<file path="config.mk">
export PLATFORM = sky130hd
export DESIGN_NAME = frame_ring_buffer
export DESIGN_NICKNAME = d
export VERILOG_FILES = /design/src/rtl/frame_ring_buffer.sv
export SDC_FILE = /design/constraint.sdc
export NUM_CORES = 1
export LEC_CHECK = 0
export ABC_AREA = 1
export CAP_MARGIN = 30
export CELL_PAD_IN_SITES_DETAIL_PLACEMENT = 0
export CELL_PAD_IN_SITES_GLOBAL_PLACEMENT = 2
export CORE_AREA = 2 2 350 352
export DETAILED_ROUTE_END_ITERATION = 10
export DIE_AREA = 0 0 352 354
export PLACE_DENSITY = 0.72
export SLEW_MARGIN = 0
export SYNTH_ARGS = -nofsm -noshare
export SYNTH_HDL_FRONTEND = slang
export SYNTH_SLANG_ARGS = --single-unit
</file>
<file path="constraint.sdc">
create_clock -name clk_i -period 4.05 [get_ports clk_i]
set_clock_uncertainty 0.05 [all_clocks]
set_input_delay 0.6075 -clock clk_i [delete_from_list [all_inputs] [get_ports clk_i]]
set_output_delay 0.6075 -clock clk_i [all_outputs]
set_load 0.005 [all_outputs]
</file>
<file path="src/rtl/frame_ring_buffer.sv">
// frame_ring_buffer: NUM_BANKS-deep ring of DEPTH-sample frame banks.
// Samples are written on a valid/ready port. Each full bank is committed as a
// frame, and committed frames are replayed in order with last-word marking.
// Optional feature: define FRAME_RING_DROP_COUNT_EN to enable the saturating
// refused-write counter on drop_count_o. When undefined, drop_count_o is 0.
module frame_ring_buffer #(
    parameter int WIDTH      = 32,
    parameter int DEPTH      = 16,
    parameter int NUM_BANKS  = 2,
    parameter int ADDR_WIDTH = $clog2(DEPTH),
    parameter int BANK_WIDTH = (NUM_BANKS > 2) ? $clog2(NUM_BANKS) : 1
) (
    input  logic                    clk_i,
    input  logic                    rst_i,
    input  logic [WIDTH-1:0]        write_data_i,
    input  logic                    write_valid_i,
    output logic                    write_ready_o,
    output logic [WIDTH-1:0]        read_data_o,
    output logic                    read_valid_o,
    input  logic                    read_ready_i,
    output logic                    read_last_o,
    output logic                    frame_ready_o,
    output logic                    overflow_o,
    output logic [BANK_WIDTH:0]     banks_full_o,
    output logic [15:0]             drop_count_o
);

    localparam int CNT_W = BANK_WIDTH + 1;
    localparam logic [CNT_W-1:0] NB = CNT_W'(NUM_BANKS);

    function automatic logic [BANK_WIDTH-1:0] bank_inc(input logic [BANK_WIDTH-1:0] b);
        if (b == BANK_WIDTH'(NUM_BANKS - 1)) return '0;
        return b + BANK_WIDTH'(1);
    endfunction

    logic [WIDTH-1:0]      mem [NUM_BANKS*DEPTH];

    logic [BANK_WIDTH-1:0] rd_bank;      // oldest committed bank, freed by last handshake
    logic [BANK_WIDTH-1:0] iss_bank;     // bank currently being fetched from RAM
    logic [CNT_W-1:0]      full_count;   // committed, not-yet-freed banks
    logic [CNT_W-1:0]      iss_ahead;    // committed banks fully fetched but not yet freed
    logic [ADDR_WIDTH-1:0] wr_addr;
    logic [ADDR_WIDTH-1:0] rd_addr;

    logic [WIDTH-1:0]      ram_q;
    logic                  ram_last;
    logic                  ram_v;

    logic [1:0][WIDTH-1:0] skid_data, skid_data_n;
    logic [1:0]            skid_last, skid_last_n;
    logic [1:0]            skid_cnt, skid_cnt_n;

    logic [CNT_W-1:0]      wr_sum;
    logic [BANK_WIDTH-1:0] wr_bank;
    logic                  wr_fire, wr_commit;
    logic [1:0]            occ;
    logic                  issue, iss_done;
    logic [WIDTH-1:0]      head_data;
    logic                  head_last;
    logic                  pop, free;

    assign wr_sum  = {1'b0, rd_bank} + full_count;
    assign wr_bank = (wr_sum >= NB) ? BANK_WIDTH'(wr_sum - NB) : BANK_WIDTH'(wr_sum);

    assign write_ready_o = (full_count < NB) && !rst_i;
    assign overflow_o    = write_valid_i && !write_ready_o && !rst_i;
    assign wr_fire       = write_valid_i && write_ready_o;
    assign wr_commit     = wr_fire && (wr_addr == '1);

    // In-flight RAM read counts as occupied so the skid can never overflow.
    assign occ      = skid_cnt + {1'b0, ram_v};
    assign issue    = !rst_i && (iss_ahead < full_count) && (occ < 2'd2);
    assign iss_done = issue && (rd_addr == '1);

    assign head_data    = (skid_cnt != 2'd0) ? skid_data[0] : ram_q;
    assign head_last    = (skid_cnt != 2'd0) ? skid_last[0] : ram_last;
    assign read_valid_o = !rst_i && ((skid_cnt != 2'd0) || ram_v);
    assign read_data_o  = read_valid_o ? head_data : '0;
    assign read_last_o  = read_valid_o && head_last;
    assign pop          = read_valid_o && read_ready_i;
    assign free         = pop && head_last;
    assign banks_full_o = full_count;

    // Skid next-state: pop the head, then append a RAM word not consumed directly
    always_comb begin
        skid_cnt_n  = skid_cnt;
        skid_data_n = skid_data;
        skid_last_n = skid_last;
        if (pop && skid_cnt != 2'd0) begin
            skid_data_n[0] = skid_data[1];
            skid_last_n[0] = skid_last[1];
            skid_cnt_n     = skid_cnt - 2'd1;
        end
        if (ram_v && !(pop && skid_cnt == 2'd0)) begin
            skid_data_n[skid_cnt_n[0]] = ram_q;
            skid_last_n[skid_cnt_n[0]] = ram_last;
            skid_cnt_n                 = skid_cnt_n + 2'd1;
        end
    end

    // Frame RAM: write port for the writer bank, registered read for the fetcher
    always_ff @(posedge clk_i) begin
        if (wr_fire) begin
            mem[{wr_bank, wr_addr}] <= write_data_i;
        end
        if (issue) begin
            ram_q    <= mem[{iss_bank, rd_addr}];
            ram_last <= (rd_addr == '1);
        end
    end

    // Ring pointers, bank accounting, skid state and commit pulse
    always_ff @(posedge clk_i) begin
        if (rst_i) begin
            rd_bank       <= '0;
            iss_bank      <= '0;
            full_count    <= '0;
            iss_ahead     <= '0;
            wr_addr       <= '0;
            rd_addr       <= '0;
            ram_v         <= 1'b0;
            skid_cnt      <= '0;
            skid_data     <= '0;
            skid_last     <= '0;
            frame_ready_o <= 1'b0;
        end else begin
            if (wr_fire) wr_addr <= wr_addr + ADDR_WIDTH'(1);
            if (issue)   rd_addr <= rd_addr + ADDR_WIDTH'(1);
            if (iss_done) iss_bank <= bank_inc(iss_bank);
            if (free)     rd_bank  <= bank_inc(rd_bank);

            case ({wr_commit, free})
                2'b10:   full_count <= full_count + CNT_W'(1);
                2'b01:   full_count <= full_count - CNT_W'(1);
                default: full_count <= full_count;
            endcase
            case ({iss_done, free})
                2'b10:   iss_ahead <= iss_ahead + CNT_W'(1);
                2'b01:   iss_ahead <= iss_ahead - CNT_W'(1);
                default: iss_ahead <= iss_ahead;
            endcase

            ram_v         <= issue;
            skid_cnt      <= skid_cnt_n;
            skid_data     <= skid_data_n;
            skid_last     <= skid_last_n;
            frame_ready_o <= wr_commit;
        end
    end

`ifdef FRAME_RING_DROP_COUNT_EN
    logic [15:0] drop_cnt;

    // Saturating count of refused write attempts
    always_ff @(posedge clk_i) begin
        if (rst_i) begin
            drop_cnt <= '0;
        end else if (overflow_o && drop_cnt != 16'hFFFF) begin
            drop_cnt <= drop_cnt + 16'd1;
        end
    end

    assign drop_count_o = drop_cnt;
`else
    assign drop_count_o = '0;
`endif

endmodule

</file>
* Word level (Yosys, flattened, before mapping)
Memory sizes are Yosys's and may differ from the RTL's. A register that Yosys moved wholly into a read port is not among the register bits.
Cells that the tools add are included.
** Cells by class
- Reductions and logical operators :: 24
- Multiplexer cells :: 30
- $lt $le $gt $ge :: 6
- Add/subtract/negate cells :: 13
- Equal/unequal tests :: 6
** Operators by type and width (count)
- 32-bit 2-to-1 mux :: 5
- 64-bit bitwise mux :: 1
- 32-bit demux with 1-bit select :: 1
- 1-bit 2-to-1 mux :: 17
- 1-bit logical AND :: 16
- 4-bit by 1-bit adder with 4-bit output, second input constant :: 2
- 4-bit == test, second input constant :: 2
- 2-bit case mux with 2 select lines :: 2
- 2-bit by 1-bit adder with 2-bit output, second input constant :: 3
- 2-bit nonzero test :: 3
- 2-bit by 1-bit subtractor with 2-bit output, second input constant :: 3
- 2-bit by 1-bit == test with 1-bit output, second input constant :: 2
- 2-bit == test, second input constant :: 2
- 2-bit < comparator, second input constant :: 2
- 2-bit 2-to-1 mux :: 2
- 1-bit logical NOT :: 3
- 1-bit adder, second input constant :: 2
- 1-bit by 2-bit adder with 2-bit output :: 1
- 2-bit by 1-bit adder with 2-bit output :: 1
- 2-bit bitwise mux :: 1
- 2-bit >= comparator, second input constant :: 1
- 2-bit logical NOT :: 1
- 1-bit by 2-bit < comparator with 1-bit output, second input constant :: 1
- 2-bit < comparator :: 1
- other kinds (4) :: 4
** Storage, ports and cells
- Memory bits (writable) :: 1024
- Logic and storage cells :: 94
- Output and inout port bits :: 55
- Input bits :: 36
- Memories kept :: 1
- Bits in registers :: 85
** Memory list
- mem :: words 32, width 32, read ports 1, clocked after Yosys merged registers in 1, wr ports 1, line 36 : logic [WIDTH-1:0] mem [NUM_BANKS*DEPTH];

* Longest topological paths before layout
- Depth after elaboration :: 12
- Depth in mapped cells :: 13
- Depth with buffers taken out :: 12

* Least setup slack after synthesis
No wires, ideal clock.
- Kind :: in2reg
- From :: input port rst_i
- To :: memory mem[19][0] (enable)
- Buffers on the path :: 0
- Setup slack :: 245 ps
- Cell stages on the path :: 5
- Data arrival time :: 3294 ps
- Required time :: 3539 ps
- Setup time :: 461 ps
- Cell sequence :: nor2_1 > nand2_1 > inv_1 > nand3_1 > nor3_1
** On the way
- Longest elaborated chain between the ends :: 5
** RTL lines
- from (decl) :: line 14 : input logic rst_i,
- 1-bit logical NOT :: line 65 : assign write_ready_o = (full_count < NB) && !rst_i;
- 1-bit logical AND :: line 65
- 1-bit logical AND :: line 67 : assign wr_fire = write_valid_i && write_ready_o;
- 1-bit 2-to-1 mux :: line 103 : if (wr_fire) begin
- 1-bit 2-to-1 mux (implied by the code) :: line 104 : mem[{wr_bank, wr_addr}] <= write_data_i;
- to (decl) :: line 36
No other way between the ends.

* Final worst setup path
- From :: register skid_cnt[0]
- To :: output port read_last_o
** On the way
- Longest elaborated chain between the ends :: 4
** RTL lines
- from (decl) :: line 51 : logic [1:0] skid_cnt, skid_cnt_n;
- from (signal assigned) :: line 144 : skid_cnt <= skid_cnt_n;
- 2-bit nonzero test (*) :: line 76, 77
- 1-bit logical OR :: line 77 : assign read_valid_o = !rst_i && ((skid_cnt != 2'd0) || ram_v);
- 1-bit logical AND :: line 77
- 1-bit logical AND (*) :: line 79 : assign read_last_o = read_valid_o && head_last;
- to (decl) :: line 21 : output logic read_last_o,
Mark *: on every way between the ends. The rest lies on a longest branch, timed or not.

==> impl_results.md <==
- Largest cells by area after synthesis: edfxtp_1 (66%), nand2_1 (14%), nand3_1 (5.4%)
- Setup WS post-layout: 0.441 ns
- Maximum root-to-sink buffer count: 3
- Slew headroom: 43.0%
- CTS resizes: 0
- Full die area: 0.125 sq mm
- Most common cell in the netlist: nand2_1
- Routed length per instance: 21.9 um
- RSZ-0062 raised after global routing: no
- Top cells by count, synth: nand2_1 (1767), edfxtp_1 (1057), nand3_1 (519), inv_1 (375), nor2_1 (311)
- Peak VDD IR: 0.000329 V
- Mapped cell area: 0.0479 sq mm
- Post-Syn Instances: 4631
- Seq/Total Area, Yosys: 69.8%
- Flops & latches, synth: 1141
- Initial DRC Count: 2480
- Final Cycle Share: 89.1%
- Req. time, crit path: 3.39 ns
- Initial DRT Pass Iterations: 5
- Outcome: complete, no violations
- Startpoint type of the worst setup path: register
- Setup Fix Bufs, Post-CTS: 0
- WS Path Type: register to output port
- Fin. Hold Viols: 0
- Distinct cells, synth: 29
- H-tree Lvls: 4
- GPL Wtd Cong: 0.761
- Initial Util: 39.6%
- Layout cells sized above 1: 7.66%
- Hold_buf cts: 0
- Kind of end point of the critical path: output port
- Ys Warns: 0
- Max cap viols: 0
- Die X: 352 um
- Largest net degree at the start of global routing: 107
- CTS tree: yes
- GRT Util Overall: 22.6%
- Initial antenna violation count: 10
- Core area: 0.121 sq mm
- First-pass GRT wire length: 208000 um
- Top FF cell, synth: edfxtp_1
- Worst EP arrival: 2.95 ns
- FFs w/ async S/R, synth: 0%
- Pwr Density: 439 mW/mm^2
- Hold Path Class: register to register
- Vias in the first global route: 30300
- Final TNS setup: 0 ns
- Mean Syn Cell Area: 10.3 sq um
- Drc violations: 0
- Final WL: 141000 um
- Detailed Place HPWL: 80100 um
- Top cell type's share of synthesized area: 66.2%
- I/O pins: 91
- Final slew viol count: 0
- # clock sinks: 1141
- Port Buffers: 74
- CP Max Fanout: 37
- Yosys top cell by area: edfxtp_1
- Remaining Overflow, GRT: 0
- Via count: 31800
- Die Span Y: 354 um
- Clock Latency Late Sink: 0.74 ns
- # rows: 128
- Endpoints failing setup: 0
- Clock transition at path regs: 0.06 ns
- Layout net count: 4780
- Post-DR vias/cell: 4.91
- Antenna Nets Post-Route: 0
- Clock Tree Root: clkbuf_16
- Minimum clock period: 3.61 ns
- Area growth syn-to-layout: 15.4%
- Post-synth EDFFs: 1057
- Layout fillers: 11300
- Leak: 21.7 nW
- Num CTS Buffers: 130
- Worst-Margin Slew: 0.855 ns
- Highest clock rate: 277 MHz
- Worst slack, placed: 0.848 ns
state kept, by name (all words and copies together) (netlist names):
| name | count |
|---|---|
| ram_q | 32 |
| skid_data | 64 |
| rd_addr | 4 |
| skid_last | 2 |
| iss_bank | 1 |
| frame_ready_o | 1 |
| ram_v | 1 |
| ram_last | 1 |
| mem | 1024 |
| rd_bank | 1 |
| skid_cnt | 2 |
| wr_addr | 4 |
| banks_full_o | 2 |
| iss_ahead | 2 |
worst max-delay path, stage by stage, from the launching register on:
cell	delay (ns)
dfxtp_1	0.33
inv_1	0.09
ha_1	0.18
buf_4	0.42
nand2_2	0.14
nand2_1	0.08
buf_4	0.34
nor2_1	0.13
clkdlybuf4s50_1	0.51
metal layers:
| metal | vias up | global-route usage [%] | wire length [um] |
|---|---|---|---|
| met5 | - | 0.528 | 150 |
| li1 | 15400 | - | - |
| met2 | 769 | 36.0 | 65200 |
| met4 | 10 | 6.08 | 3040 |
| met3 | 171 | 3.62 | 7300 |
| met1 | 15400 | 32.1 | 65500 |
logic make-up after synthesis:
logic type	count (synthesis)	synth area share, %
and+or+nand+nor	2610	21.9
adders and majority gates	10	0.261
xor gates and xnor gates	4	0.0731
buffers and inverters	647	5.70
AOI/OAI and AO/OA	218	2.30
DFF	1141	69.8
other	1	0.00783
layout make-up:
class                      instances  area [sq um]  share of cell area, %
antenna                            3          7.51                 0.0136
clock buffer                     167          3470                   6.27
sequential                      1141         33400                   60.5
inverter                         381          1460                   2.64
clock inverter                    64           444                  0.804
tap                             1625          2030                   3.68
timing repair buffer             222          2350                   4.26
multi-input combinational       2858         12100                   21.8
path summary, 6_finish.rpt:
kind | from | end | slack, ns | depth (start not counted)
max reg2reg | rd_addr[2]$_SDFFE_PP0P_ | ram_q[16]$_DFFE_PP_ | 1.22 | 8
min reg2reg | skid_data[33]$_SDFFE_PP0P_ | skid_data[33]$_SDFFE_PP0P_ | 0.40 | 2
max | skid_cnt[0]$_SDFF_PP0_ | read_last_o | 0.44 | 8
min | skid_data[33]$_SDFFE_PP0P_ | skid_data[33]$_SDFFE_PP0P_ | 0.40 | 2
power by group:
group / internal [mW] / switching (mW) / total [mW]
registers: 12.9 / 0.00773 / 12.9
clock network: 6.24 / 4.70 / 10.9
logic: 0.0943 / 0.316 / 0.410
total: 19.2 / 5.02 / 24.2
per-stage QoR:
step	instance area (sq um)	hold slack, ns	util [%]	std cells	power, mW
after floorplan	48000	0.384	-	4646	13.3
after global placement	51200	0.395	42.4	6222	13.5
after detailed placement	51400	0.399	42.5	6227	13.6
after CTS	55300	0.408	45.7	6458	24.5
after global routing	55300	0.423	45.7	6460	25.0
final	55300	0.405	45.7	6461	24.2
placed cells by master, fill, tap and decap left out, types with 8 or more instances in the layout:
master           instances
inv_6                    8
edfxtp_1              1057
buf_12                  35
ha_1                    10
inv_1                  372
clkinv_1                30
clkbuf_16              133
nand2_1               1766
a21oi_1                140
dfxtp_1                 80
clkinv_2                17
buf_4                  108
nor2_1                 280
nor2_4                  31
nand3_1                519
conb_1                  16
o21ai_0                 75
clkbuf_1                33
clkdlybuf4s50_1         72
No activity file was read; power rests on OpenSTA's default activity.
